[src/rtl/mem_bus_arbiter.sv]
// mem_bus_arbiter
// Shares one external memory bus between the icache read port and the dcache
// read and write ports. One transaction is in flight at a time, sequenced as
// address phase -> data phase (-> write response). The icache and dcache
// sides are served round-robin; inside the dcache side a pending write always
// beats a pending read.
//
// Parameters:
//   LINE_WORDS     beats per cache-line burst (2..256)
// Ports:
//   clk, rst_n     clock, synchronous active-low reset
//   ic_rd_*        icache read request / grant / data-valid
//   dc_rd_*        dcache read request / grant / data-valid
//   rd_data/last   read beat data and final-beat flag, shared by both readers
//   dc_wr_*        dcache write request / grant / beat handshake / done pulse
//   bus_*          external bus: address phase, read data, write data, write
//                  response
module mem_bus_arbiter #(
  parameter int LINE_WORDS = 4
) (
  input  logic        clk,
  input  logic        rst_n,
  input  logic        ic_rd_req,
  input  logic [31:0] ic_rd_addr,
  input  logic        ic_rd_line,
  output logic        ic_rd_gnt,
  output logic        ic_rd_valid,
  input  logic        dc_rd_req,
  input  logic [31:0] dc_rd_addr,
  input  logic        dc_rd_line,
  output logic        dc_rd_gnt,
  output logic        dc_rd_valid,
  output logic [31:0] rd_data,
  output logic        rd_last,
  input  logic        dc_wr_req,
  input  logic [31:0] dc_wr_addr,
  input  logic        dc_wr_line,
  input  logic [3:0]  dc_wr_strb,
  input  logic [31:0] dc_wr_data,
  output logic        dc_wr_gnt,
  output logic        dc_wr_data_ready,
  output logic        dc_wr_done,
  output logic        bus_req,
  output logic        bus_we,
  output logic [31:0] bus_addr,
  output logic [7:0]  bus_len,
  output logic [3:0]  bus_strb,
  input  logic        bus_ack,
  input  logic        bus_rvalid,
  input  logic        bus_rlast,
  input  logic [31:0] bus_rdata,
  output logic        bus_wvalid,
  output logic        bus_wlast,
  output logic [31:0] bus_wdata,
  input  logic        bus_wready,
  input  logic        bus_bvalid
);

  typedef enum logic [2:0] {
    IDLE, RD_ADDR, RD_DATA, WR_ADDR, WR_DATA, WR_RESP
  } state_t;

  typedef enum logic [1:0] {
    OWN_IC = 2'd0, OWN_DC_RD = 2'd1, OWN_DC_WR = 2'd2
  } owner_t;

  localparam logic [7:0] LINE_LEN = 8'(LINE_WORDS - 1);

  state_t      state, state_n;
  owner_t      owner, win_owner;
  logic        last_side;   // side served last: 0 = icache, 1 = dcache
  logic [31:0] addr_r, win_addr;
  logic [7:0]  len_r, win_len, cnt;
  logic [3:0]  strb_r, win_strb;
  logic        d_pend, pick_d, win_valid;

  // Arbitration: only consulted in IDLE. On a tie between the two sides the
  // side that was not served last wins; last_side resets to icache so the
  // dcache side takes the first tie.
  always_comb begin
    d_pend    = dc_wr_req | dc_rd_req;
    pick_d    = d_pend & (~ic_rd_req | ~last_side);
    win_valid = d_pend | ic_rd_req;
    win_owner = OWN_IC;
    win_addr  = ic_rd_addr;
    win_len   = ic_rd_line ? LINE_LEN : 8'd0;
    win_strb  = 4'hf;
    if (pick_d) begin
      if (dc_wr_req) begin
        win_owner = OWN_DC_WR;
        win_addr  = dc_wr_addr;
        win_len   = dc_wr_line ? LINE_LEN : 8'd0;
        win_strb  = dc_wr_line ? 4'hf : dc_wr_strb;
      end else begin
        win_owner = OWN_DC_RD;
        win_addr  = dc_rd_addr;
        win_len   = dc_rd_line ? LINE_LEN : 8'd0;
        win_strb  = 4'hf;
      end
    end
  end

  always_ff @(posedge clk) begin
    if (!rst_n) state <= IDLE;
    else        state <= state_n;
  end

  always_ff @(posedge clk) begin
    if (!rst_n) begin
      owner     <= OWN_IC;
      last_side <= 1'b0;
      addr_r    <= 32'd0;
      len_r     <= 8'd0;
      strb_r    <= 4'd0;
      cnt       <= 8'd0;
    end else begin
      if (state == IDLE && win_valid) begin
        owner     <= win_owner;
        last_side <= pick_d;
        addr_r    <= win_addr;
        len_r     <= win_len;
        strb_r    <= win_strb;
      end
      if ((state == RD_ADDR || state == WR_ADDR) && bus_ack)
        cnt <= 8'd0;
      else if (state == WR_DATA && bus_wready)
        cnt <= cnt + 8'd1;
    end
  end

  always_comb begin
    state_n = state;
    case (state)
      IDLE:    if (win_valid)
                 state_n = (win_owner == OWN_DC_WR) ? WR_ADDR : RD_ADDR;
      RD_ADDR: if (bus_ack) state_n = RD_DATA;
      RD_DATA: if (bus_rvalid && bus_rlast) state_n = IDLE;
      WR_ADDR: if (bus_ack) state_n = WR_DATA;
      WR_DATA: if (bus_wready && cnt == len_r) state_n = WR_RESP;
      WR_RESP: if (bus_bvalid) state_n = IDLE;
      default: state_n = IDLE;
    endcase
  end

  // Read data and write ready are pure pass-through so the bus sees zero
  // added latency; everything outside the owning state is held at 0.
  always_comb begin
    ic_rd_gnt        = 1'b0;
    dc_rd_gnt        = 1'b0;
    dc_wr_gnt        = 1'b0;
    ic_rd_valid      = 1'b0;
    dc_rd_valid      = 1'b0;
    rd_data          = 32'd0;
    rd_last          = 1'b0;
    dc_wr_data_ready = 1'b0;
    dc_wr_done       = 1'b0;
    bus_req          = 1'b0;
    bus_we           = 1'b0;
    bus_addr         = 32'd0;
    bus_len          = 8'd0;
    bus_strb         = 4'd0;
    bus_wvalid       = 1'b0;
    bus_wlast        = 1'b0;
    bus_wdata        = 32'd0;
    case (state)
      RD_ADDR, WR_ADDR: begin
        bus_req  = 1'b1;
        bus_we   = (state == WR_ADDR);
        bus_addr = addr_r;
        bus_len  = len_r;
        bus_strb = strb_r;
        ic_rd_gnt = bus_ack && owner == OWN_IC;
        dc_rd_gnt = bus_ack && owner == OWN_DC_RD;
        dc_wr_gnt = bus_ack && owner == OWN_DC_WR;
      end
      RD_DATA: begin
        ic_rd_valid = bus_rvalid && owner == OWN_IC;
        dc_rd_valid = bus_rvalid && owner == OWN_DC_RD;
        rd_data     = bus_rdata;
        rd_last     = bus_rlast;
      end
      WR_DATA: begin
        bus_wvalid       = 1'b1;
        bus_wdata        = dc_wr_data;
        bus_wlast        = (cnt == len_r);
        dc_wr_data_ready = bus_wready;
      end
      WR_RESP: dc_wr_done = bus_bvalid;
      default: ;
    endcase
  end

endmodule

[config.mk]
export PLATFORM = sky130hd
export DESIGN_NAME = mem_bus_arbiter
export DESIGN_NICKNAME = d
export VERILOG_FILES = /design/src/rtl/mem_bus_arbiter.sv
export SDC_FILE = /design/constraint.sdc
export NUM_CORES = 1
export LEC_CHECK = 0
export CORE_ASPECT_RATIO = 0.8
export CORE_MARGIN = 8
export CORE_UTILIZATION = 29
export CTS_CLUSTER_DIAMETER = 50
export CTS_CLUSTER_SIZE = 8
export DETAILED_ROUTE_END_ITERATION = 12
export MAX_ROUTING_LAYER = met4
export PLACE_DENSITY_LB_ADDON = 0.1
export SLEW_MARGIN = 20
export SYNTH_ARGS = -nofsm -noshare
export SYNTH_HDL_FRONTEND = slang
export SYNTH_SLANG_ARGS = --single-unit
[constraint.sdc]
create_clock -name clk -period 1.5 [get_ports clk]
set_input_delay 0.3 -clock clk [delete_from_list [all_inputs] [get_ports clk]]
set_output_delay 0.3 -clock clk [all_outputs]
set_load 0.01 [all_outputs]
# After elaboration in Yosys (flattened, before gate mapping)
# Index checks and enable logic that the tools add are counted.
[classes]
addsub = 1
mul = 0
n_div = 0
order_cmp = 0
n_eq_ne = 15
shifts = 0
muxes = 37
n_bitwise = 7
n_reduce_logical = 16
[ops]
columns = ["cell", "n"]
rows = [
  ["2-to-1 mux 32 bit", 5],
  ["2-to-1 mux 3 bit", 6],
  ["one-hot mux 3 bit (6 select lines)", 1],
  ["2-to-1 mux 2 bit", 8],
  ["2-to-1 mux 4 bit", 4],
  ["2-to-1 mux 1 bit", 12],
  ["logical AND 1 bit", 10],
  ["inequality test 2 bit (second input constant)", 5],
  ["adder 8 x 1 -> 8 bit (second input constant)", 1],
  ["== test 8 bit", 1],
  ["2-to-1 mux 8 bit", 1],
  ["== test 3 x 2 -> 1 bit (second input constant)", 2],
  ["== test 3 bit (second input constant)", 2],
  ["AND reduction 6 bit", 1],
  ["== test 2 bit (second input constant)", 2],
  ["OR reduction 2 bit", 2],
  ["== test 3 x 1 -> 1 bit (second input constant)", 1],
  ["zero test 3 bit", 1],
  ["inverter 1 bit", 3],
  ["OR 1 bit", 3],
  ["== test 2 x 1 -> 1 bit (second input constant)", 1],
  ["zero test 2 bit", 1],
  ["inequality test 2 x 1 -> 1 bit (second input constant)", 1],
  ["AND 1 bit", 1],
  ["logical OR 1 bit", 1],
]
[word_totals]
ff_bits = 58
latchBits = 0
ramBits = 0
rom_bits = 0
inputBits = 177
mem_count = 0

# Depth between registers and ports, before layout
# Gate-level depths: netlist of run 1.
[logic_depth]
ltp_word = 8
mapped_depth = 8
ltp_nobuf = 5

# Worst setup path before layout of run 1
# OpenSTA, ideal clock, no wires.
[synth_path]
kind = "flip-flop to output port"
from = "register state[2]"
to = "output port bus_wlast"
arrival_ns = 1.374
slack_ns = -0.174
path_stages_with_launch = 5
path_buffers = 2
cell_sequence = "dfxtp_1 > buf_2 > nor3b_2 > clkbuf_1 > o2111a_1"
[synth_between]
elab_chain_len = 2
[synth_rtl]
columns = ["element", "line_no", "text"]
rows = [
  ["from (decl)", "69", "state_t state, state_n;"],
  ["from (signal assigned)", "105", "else state <= state_n;"],
  ["== test 3 bit", "165", "case (state)"],
  ["2-to-1 mux 1 bit", "165", ""],
  ["to (decl)", "53", "output logic bus_wlast,"],
]
# Every way passes these cells.

# Final worst setup path of run 1
[layout_path]
from = "register state[0]"
to = "output port rd_data[7]"
[layout_between]
elab_chain_len = 2
[layout_rtl]
columns = ["element", "line_no", "text"]
rows = [
  ["== test 3 x 2 -> 1 bit", "165", ""],
  ["2-to-1 mux 32 bit", "165", ""],
  ["to (decl)", "33", "output logic [31:0] rd_data,"],
]
# Every way passes these cells.

==> results of run 1 <==
[flip-flops by register name, indices dropped and copies added (netlist names)]
register	cells
strb_r	4
state	3
owner	2
cnt	8
addr_r	32
last_side	1
len_r	1
[power by group through the flow]
stage	Combinational, mW	Sequential, mW	Clock [mW]
2_1_floorplan	1.74	1.79	0
3_3_place_gp	3.50	1.84	0
3_5_place_dp	3.55	1.86	0
4_1_cts	5.11	1.87	1.21
5_1_grt	6.18	1.95	1.26
6_report	5.86	1.91	1.18
[kinds of logic after synthesis]
family / share of synthesized area
DFF: 0.3041
buffers and inverters: 0.07342
adders and majority gates: 0.003727
xor gates and xnor gates: 0.01826
muxes: 0.002982
and+or+nand+nor: 0.3347
other: 0.001117
AOI/OAI and AO/OA: 0.2616
[layout by cell type (no fill, tap or decap), types with 2 or more instances in the layout]
| master | n |
|---|---|
| clkdlybuf4s50_1 | 172 |
| buf_6 | 131 |
| and2_4 | 96 |
| dfxtp_1 | 48 |
| buf_4 | 41 |
| a222oi_1 | 21 |
| and2_1 | 20 |
| nand2_1 | 20 |
| o21ai_2 | 17 |
| buf_12 | 17 |
| o21ai_1 | 14 |
| a21oi_2 | 13 |
| nor2_1 | 12 |
| a32oi_1 | 12 |
| o221ai_2 | 12 |
| buf_2 | 12 |
| a21oi_1 | 11 |
| buf_16 | 11 |
| clkbuf_16 | 8 |
| conb_1 | 6 |
| nor3b_2 | 4 |
| nor3_2 | 4 |
| xnor2_1 | 4 |
| o221a_1 | 4 |
| nor2b_1 | 4 |
| nand4_1 | 3 |
| o21ai_4 | 3 |
| xor2_1 | 3 |
| dfxtp_4 | 3 |
| diode_2 | 2 |
| nor3b_4 | 2 |
| nor3_1 | 2 |
| and3_1 | 2 |
| nor4_1 | 2 |
| nand2_2 | 2 |
| nand2_4 | 2 |
| nor3_4 | 2 |
| dlygate4sd2_1 | 2 |
| dlymetal6s2s_1 | 2 |
| buf_8 | 2 |
[worst max-delay path, cell delays in order (launching register included)]
cell and delay [ns]:
dfxtp_4 0.36, buf_12 0.13, nor3b_4 0.22, buf_6 0.18, clkbuf_16 0.16, and2_4 0.14, buf_6 0.10
[layout make-up]
type	count	area [um^2]
fill	838	2987
clock inverter	1	8.758
clock buffer	7	142.6
antenna	2	5.005
sequential	51	1032
multi-input combinational	318	2666
inverter	1	3.754
tap	148	185.2
timing repair buffer	393	4355
[path summary, 6_finish.rpt]
check / start / end / slack, ns / depth (start not counted)
setup / recovery: state[0] / rd_data[7] / -0.37 / 6
hold / removal: addr_r[27] / addr_r[27] / 0.52 / 2
hold reg to reg: addr_r[27] / addr_r[27] / 0.52 / 2
setup reg to reg: state[0] / addr_r[4] / -0.27 / 8
[per-layer routing]
metal  wire length, um  GRT usage
met1              7467     0.2613
met3              1479    0.05714
met2              9708     0.4049
met5                 0          -
met4               322    0.05113
[stage by stage]
step	std cells	TNS [ns]	setup WS (ns)	area (um^2)
2_1_floorplan	415	-0.6083	-0.02955	3417
3_3_place_gp	869	-61.30	-0.4667	6863
3_5_place_dp	869	-65.42	-0.5167	6863
4_1_cts	912	-36.63	-0.3449	7695
5_1_grt	921	-46.68	-0.4415	8399
6_report	921	-38.08	-0.3707	8399
[what timing repair did]
action | 4_1_cts | 5_1_grt
endpoints found under the setup margin | 160 | 164
pin swaps | 74 | 57
resized for setup | 653 | 163
setup buffers | 20 | 7
gates cloned | 15 | 3
==> key figures, run 1 <==
Outcome
  – Outcome: complete, but fails checks
  – Failing checks: negative setup slack

Final layout
  – Layout net count: 948
  – Syn-to-layout area delta: 150.2%
  – Util after Layout: 0.7377
  – Fraction of layout cells with a size suffix above 1: 0.5110

STA
  – Fin crit period: roughly 1.9 ns
  – Final hold viol count: 0
  – Final worst slack: -0.3707 ns
  – Final period util: 1.247
  – Worst clock skew: about 0.0084 ns
  – Final Max Slew Viols: 0
  – Final setup viols: 151
  – Fmax: 0.5346 GHz
  – Hold slack: between 0.5 and 0.6 ns
  – RSZ-0062 raised after global routing: yes

Routing
  – Initial drt markers: approximately 240
  – ANT nets after route: 0
  – DRC viols: 0
  – WL per Instance: 20.60 um
  – 1st-pass router iterations: 5
  – DR vias/cell: 5.053
  – WL final: about 19000 um
  – Routed via count: 4654

Power and ir drop
  – Int Pwr: 5.896 mW
  – P_sw: 3.054 mW
  – Sw Share: 0.3412
  – Combinational share of power: 0.655
  – Power Dens Cells: 1066 mW/mm^2
  – Clock share of power: 0.132
  – LEAKAGE: 3.538 nW
  – IR drop worst, VDD: between 0.6 and 0.7 mV
  – Tot Pwr: 8.950 mW
  – Flop pwr share: 0.213

Global routing
  – First-pass GRT wire length: 27480 um
  – Antenna violations before repair: 2
  – Vias in the first global route: 4844
  – Total track usage: 0.2319
  – Gr ovfl total: 0
  – Largest net degree at the start of global routing: 31

Clock tree
  – TritonCTS clock tree: built
  – Clock transition at the registers of the reported paths: 0.07 ns
  – CTS buffer count: 5
  – Total clock sinks: 51
  – Root buffer cell: clkbuf_16
  – Hold_buf cts: 0
  – Clk_lat worst skew: 0.29 ns
  – H-tree lvl count: 2
  – CTS Buffer Depth: 2

Floorplanning
  – Ports: 297
  – DIE WIDTH: 136.3 um
  – CORE AREA: between 0.01 and 0.015 mm^2
  – Initial Util: 0.2948
  – Standard-cell rows: 35
  – Die Ht: 112.2 um
  – Die footprint: ~0.015 mm^2

Placed design
  – GP Congestion: 0.8420
  – Port Buf Inserts: 290
  – Hpwl dp: 13180 um

Synth
  – Ys flop type: dfxtp_1
  – Most frequent cell after synthesis: and2_1
  – Cell count after synthesis: 410
  – Number of flops mapped to enable cells by yosys: 0
  – Synth top area cells: dfxtp_1 (30%), and2_1 (22%), a222oi_1 (6.3%)
  – Register bit total from synthesis: 51
  – Synthesized area: 0.003357 mm^2
  – Yosys top cell by area: dfxtp_1
  – Seq/Total Area, Yosys: 0.3041
  – Avg Synthesized Cell Area: 8.188 um^2
  – Post-synth top cells: and2_1 (116), dfxtp_1 (51), clkbuf_1 (24), nand2_1 (24), a222oi_1 (21)
  – Synthesis warning total: 0
  – Async SR Flop Fraction: 0
  – Synth unique cells: 47
  – Synth top area share: 0.3041

Critical path
  – CP startpoint kind: register
  – CP Capture Type: output pin
  – Data required time at the worst endpoint: 1.20 ns
  – Crit-path max FO: 8
  – Kind of critical path: register to output pin
  – Critical Path AT: 1.57 ns

Flow run
  – Max-cap viol count: 0

Worst hold path
  – Min-delay worst type: register to register
(Power assumes the default switching activity.)
==> inputs of run 2 (changes only) <==
TNS_END_PERCENT = 10   (was not set)
==> key figures, run 2 (synthesized netlist as in run 1, its figures left out) <==
Outcome
  – Outcome: complete, but fails checks
  – Failing checks: negative setup slack

STA
  – Slew HR: 0.6268
  – Final hold viol count: 0
  – Final Max Slew Viols: 0
  – Fmax: 0.5443 GHz
  – RSZ-0062 raised after global routing: yes
  – Worst-Margin Slew: 0.5599 ns
  – Final TNS setup: -33.15 ns
  – Hold slack: 0.5142 ns
  – Fin crit period: 1.837 ns
  – Final setup viols: 150
  – Worst clock skew: 0.006245 ns
  – Final period util: 1.225
  – Final worst slack: -0.3372 ns

Worst hold path
  – Min-delay worst type: register to register
  – Min-delay src: addr_r[15]

Final layout
  – Max reg flops: 32
  – Commonest non-fill, non-tap cell in the layout: clkdlybuf4s50_1
  – Fraction of layout cells with a size suffix above 1: 0.3700
  – Most flops, register: addr_r
  – Ant diodes: 0
  – Post-route cell area: 0.007298 mm^2
  – Layout net count: 923
  – Largest regs: addr_r: 32 flops, cnt: 8 flops, strb_r: 4 flops
  – Syn-to-layout area delta: 117.4%
  – Commonest non-fill, non-tap cells in the layout: clkdlybuf4s50_1 (174), and2_1 (75), buf_6 (62)

Floorplanning
  – Standard-cell rows: 35
  – Initial Util: 0.2948
  – CORE AREA: 0.01139 mm^2
  – Ports: a little under 300
  – Die Ht: approximately 110 um
  – DIE WIDTH: 136.3 um
  – Die footprint: ~0.015 mm^2

Global routing
  – Vias in the first global route: 4550
  – Antenna violations before repair: 0
  – Gr ovfl total: 0
  – Total track usage: 0.2216
  – First-pass GRT wire length: roughly 26000 um
  – Largest net degree at the start of global routing: 36

Critical path
  – CP max-delay cell: dfxtp_4
  – Data required time at the worst endpoint: 1.20 ns
  – CP bufs+invs: 3
  – CP peak stage delay: 0.38 ns
  – Critical path startpoint: state[0]
  – Kind of critical path: register to output pin
  – FF-to-FF Start: state[0]
  – Crit-path max FO: 4
  – CP delay by family, top: simple AND/OR/NAND/NOR gates
  – CP startpoint kind: register
  – Critical Path AT: 1.54 ns
  – CP Capture Type: output pin
  – Critical path, cell by cell: nor2b_4 > buf_12 > buf_4 > nand2_4 > nor3b_4 > buf_2

Routing
  – DRC viols: 0
  – DR vias/cell: approximately 4.8
  – Routed via count: ~4300
  – WL final: roughly 17000 um
  – WL per Instance: 19.37 um
  – ANT nets after route: 0
  – 1st-pass router iterations: 7
  – Initial drt markers: 225

Clock tree
  – Total clock sinks: 51
  – CTS buffer count: 5
  – Clk_lat worst skew: 0.28 ns
  – Clock transition at the registers of the reported paths: 0.07 ns
  – CTS Buffer Depth: 2
  – Root buffer cell: clkbuf_16
  – TritonCTS clock tree: built
  – H-tree lvl count: 2

Placed design
  – Port Buf Inserts: just under 300
  – GP Congestion: 0.8620
  – Hpwl dp: between 10000 and 15000 um
  – Area after DPL: roughly 0.0068 mm^2
  – Setup WS pre-CTS: -0.6889 ns

Power and ir drop
  – IR drop worst, VDD: 0.6788 mV
  – LEAKAGE: between 3 and 4 nW
  – Power Dens Cells: 991.9 mW/mm^2

Flow run
  – Max-cap viol count: 0
==> run 2: cell types whose count changed in the layout (fill, tap and decap cells not counted), sizes merged <==
cell / delta
buf: -25
clkbuf: -2
clkdlybuf4s50: +2
diode: -2
dlygate4sd2: -2
bufbuf: +1
bufinv: +1
==> run 2: report_power, final <==
part	internal, mW	leakage, nW	switching (mW)
combinational	2.35	2.69	1.72
clock	0.830	0.0868	0.487
sequential	1.67	0.422	0.187
total	4.84	3.20	2.40
==> run 2: worst paths after layout <==
path                            slack [ns]    endpoint  depth (start not counted)
worst min register to register        0.51  addr_r[15]                          2
worst max register to register       -0.24  addr_r[25]                          8
worst max-delay path                 -0.34   dc_rd_gnt                          6
worst min-delay path                  0.51  addr_r[15]                          2
==> run 2: what timing repair did <==
item / in CTS / in global routing
endpoints found under the setup margin: 159 / 163
hold endpoints to repair: 0 / 0
pin swaps: 20 / 29
resized for setup: 536 / 77
setup buffers: 12 / 1
hold buffers: 0 / 0
gates cloned: 4 / 2
==> run 2: area by class of cell <==
| type | count | area (um^2) |
|---|---|---|
| Timing Repair Buffer | 368 | 3568 |
| Fill cell | 993 | 4088 |
| Sequential cell | 51 | 1030 |
| Inverter | 1 | 3.754 |
| Tap cell | 148 | 185.2 |
| Clock inverter | 2 | 35.03 |
| Multi-Input combinational cell | 318 | 2337 |
| Clock buffer | 6 | 138.9 |
==> run 2: metrics by stage <==
stage	instances	utilization	power, mW
final	894	0.6410	7.239
after detailed placement	868	0.5977	5.383
after global placement	868	0.5977	5.318
after CTS	892	0.6111	7.113
after floorplan	415	-	3.519
after global routing	894	0.6410	7.652
==> run 2: worst min-delay path, delay by kind of cell (launching register included) <==
kind	cells	cell delay, ns
DFF	1	0.32
AOI/OAI and AO/OA	2	0.16
==> run 2: per-layer routing <==
metal  vias to the layer above  track usage  wire length, um
met5                         -            -                0
li1                       2144            -                -
met2                       118       0.3938             9308
met1                      2055       0.2493             6790
met4                         0      0.03068              146
met3                        10      0.05714             1068
==> inputs of run 3 (changes only) <==
ABC_CLOCK_PERIOD_IN_PS = 1500   (was not set)
CORE_MARGIN = 2   (was 8)
==> key figures, run 3 (synthesized netlist as in run 1, its figures left out) <==
Outcome
  – Outcome: complete, but fails checks
  – Failing checks: negative setup slack

Final layout
  – Layout net count: about 910
  – Commonest non-fill, non-tap cells in the layout: clkdlybuf4s50_1 (174), and2_1 (95), buf_2 (82)
  – Syn-to-layout area delta: 107.4%
  – Fraction of layout cells with a size suffix above 1: 0.3565
  – Multi-input gate area: 0.002351 mm^2
  – Largest regs: addr_r: 32 flops, cnt: 8 flops, strb_r: 4 flops
  – Util after Layout: 0.6114
  – Fillers: 1016
  – Max reg flops: 32
  – Commonest non-fill, non-tap cell in the layout: clkdlybuf4s50_1
  – Register area: roughly 0.001 mm^2
  – Post-route cell area: 0.006962 mm^2
  – Most flops, register: addr_r

STA
  – Hold slack: 0.5182 ns
  – Fin crit period: 1.781 ns
  – Final period util: 1.187
  – Fmax: 0.5616 GHz
  – Final setup viols: 150
  – Final hold viol count: 0
  – Final Max Slew Viols: 0
  – Worst clock skew: 0.003074 ns
  – Final worst slack: -0.2806 ns
  – RSZ-0062 raised after global routing: yes

Global routing
  – Total track usage: 0.2385
  – Antenna violations before repair: 1
  – First-pass GRT wire length: around 23000 um
  – Vias in the first global route: 4248
  – Gr ovfl total: 0
  – Largest net degree at the start of global routing: 47

Floorplanning
  – DIE WIDTH: 124.3 um
  – Standard-cell rows: 35
  – CORE AREA: roughly 0.011 mm^2
  – Die footprint: 0.01246 mm^2
  – Initial Util: 0.2948
  – Ports: 297
  – Die Ht: 100.2 um

Clock tree
  – Total clock sinks: 51
  – Clk_lat worst skew: 0.28 ns
  – H-tree lvl count: 2
  – CTS Buffer Depth: 2
  – TritonCTS clock tree: built
  – Hold_buf cts: 0
  – Clock transition at the registers of the reported paths: 0.07 ns
  – CTS buffer count: 5
  – Root buffer cell: clkbuf_16

Power and ir drop
  – IR drop worst, VDD: a little under 0.6 mV
  – LEAKAGE: 3.030 nW
  – Power Dens Cells: ~980 mW/mm^2

Routing
  – WL per Instance: 17.57 um
  – 1st-pass router iterations: 5
  – Initial drt markers: around 240
  – ANT nets after route: 0
  – Routed via count: 4350
  – WL final: 15540 um
  – DR vias/cell: around 5
  – DRC viols: 0

Placed design
  – Port Buf Inserts: between 200 and 300
  – GP Congestion: 0.8527
  – Area after DPL: 0.006795 mm^2
  – Hpwl dp: ~12000 um

Critical path
  – Critical path, cell by cell: buf_6 > nor3b_4 > buf_6 > buf_12 > and2_1 > buf_2
  – Crit-path max FO: 17
  – Critical Path AT: 1.48 ns
  – Critical path startpoint: state[1]
  – CP peak stage delay: 0.34 ns
  – Data required time at the worst endpoint: 1.20 ns
  – CP Capture Type: output pin
  – Most common cell on crit path: buf_6
  – FF-to-FF Start: state[1]
  – Kind of critical path: register to output pin
  – CP max-delay cell: dfxtp_2
  – CP startpoint kind: register

Worst hold path
  – Min-delay worst type: register to register
  – Min-delay src: addr_r[30]

Flow run
  – Max-cap viol count: 0
[run 3: stage by stage]
stage               setup slack [ns]  TNS [ns]  cells  total power, mW
floorplan                   -0.02955    -1.023    415            3.519
finish                       -0.2806    -27.93    884            6.840
global placement             -0.4995    -64.15    865            5.319
CTS                          -0.3061    -29.96    881            6.659
detailed placement           -0.5623    -68.32    865            5.368
global route                 -0.3614    -38.37    884            7.253
[run 3: area by class of cell]
| class | instances | share of cell area |
|---|---|---|
| Clock buffer | 6 | 0.01851 |
| Sequential cell | 51 | 0.1479 |
| Inverter | 1 | 0.0005392 |
| Timing Repair Buffer | 357 | 0.4666 |
| Antenna cell | 1 | 0.0003595 |
| Multi-Input combinational cell | 318 | 0.3377 |
| Tap cell | 148 | 0.02660 |
| Clock inverter | 2 | 0.001797 |
[run 3: what timing repair did]
action	CTS	global route
setup buffers	5	2
endpoints found under the hold margin	0	0
pin swaps	27	19
endpoints found under the setup margin	156	161
gates resized for setup	526	65
gates cloned	3	1
[run 3: power by group]
group / switching [mW] / leakage [nW] / internal (mW) / total (mW)
registers: 0.220 / 0.422 / 1.67 / 1.89
clock network: 0.515 / 0.0669 / 0.618 / 1.13
logic: 1.71 / 2.54 / 2.11 / 3.82
[run 3: path summary, 6_finish.rpt]
check                                    end  slack, ns  depth (start not counted)
worst max-delay path            bus_wdata[7]      -0.28                          6
worst min-delay path              addr_r[30]       0.52                          2
worst max register to register     strb_r[3]      -0.22                          7
worst min register to register    addr_r[30]       0.52                          2
[run 3: metal layers]
layer | vias to the layer above | track usage | share of wire
li1 | 2122 | - | -
met1 | 2058 | 0.2813 | 0.40
met2 | 156 | 0.4292 | 0.53
met3 | 14 | 0.04531 | 0.054
met4 | 0 | 0.04581 | 0.014
met5 | - | - | 0
[run 3: critical path: cells and delay by family (launching register included)]
kind | cells | cell delay [ns]
buffers and inverters | 4 | 0.51
AND/OR/NAND/NOR | 2 | 0.35
flip-flops | 1 | 0.34
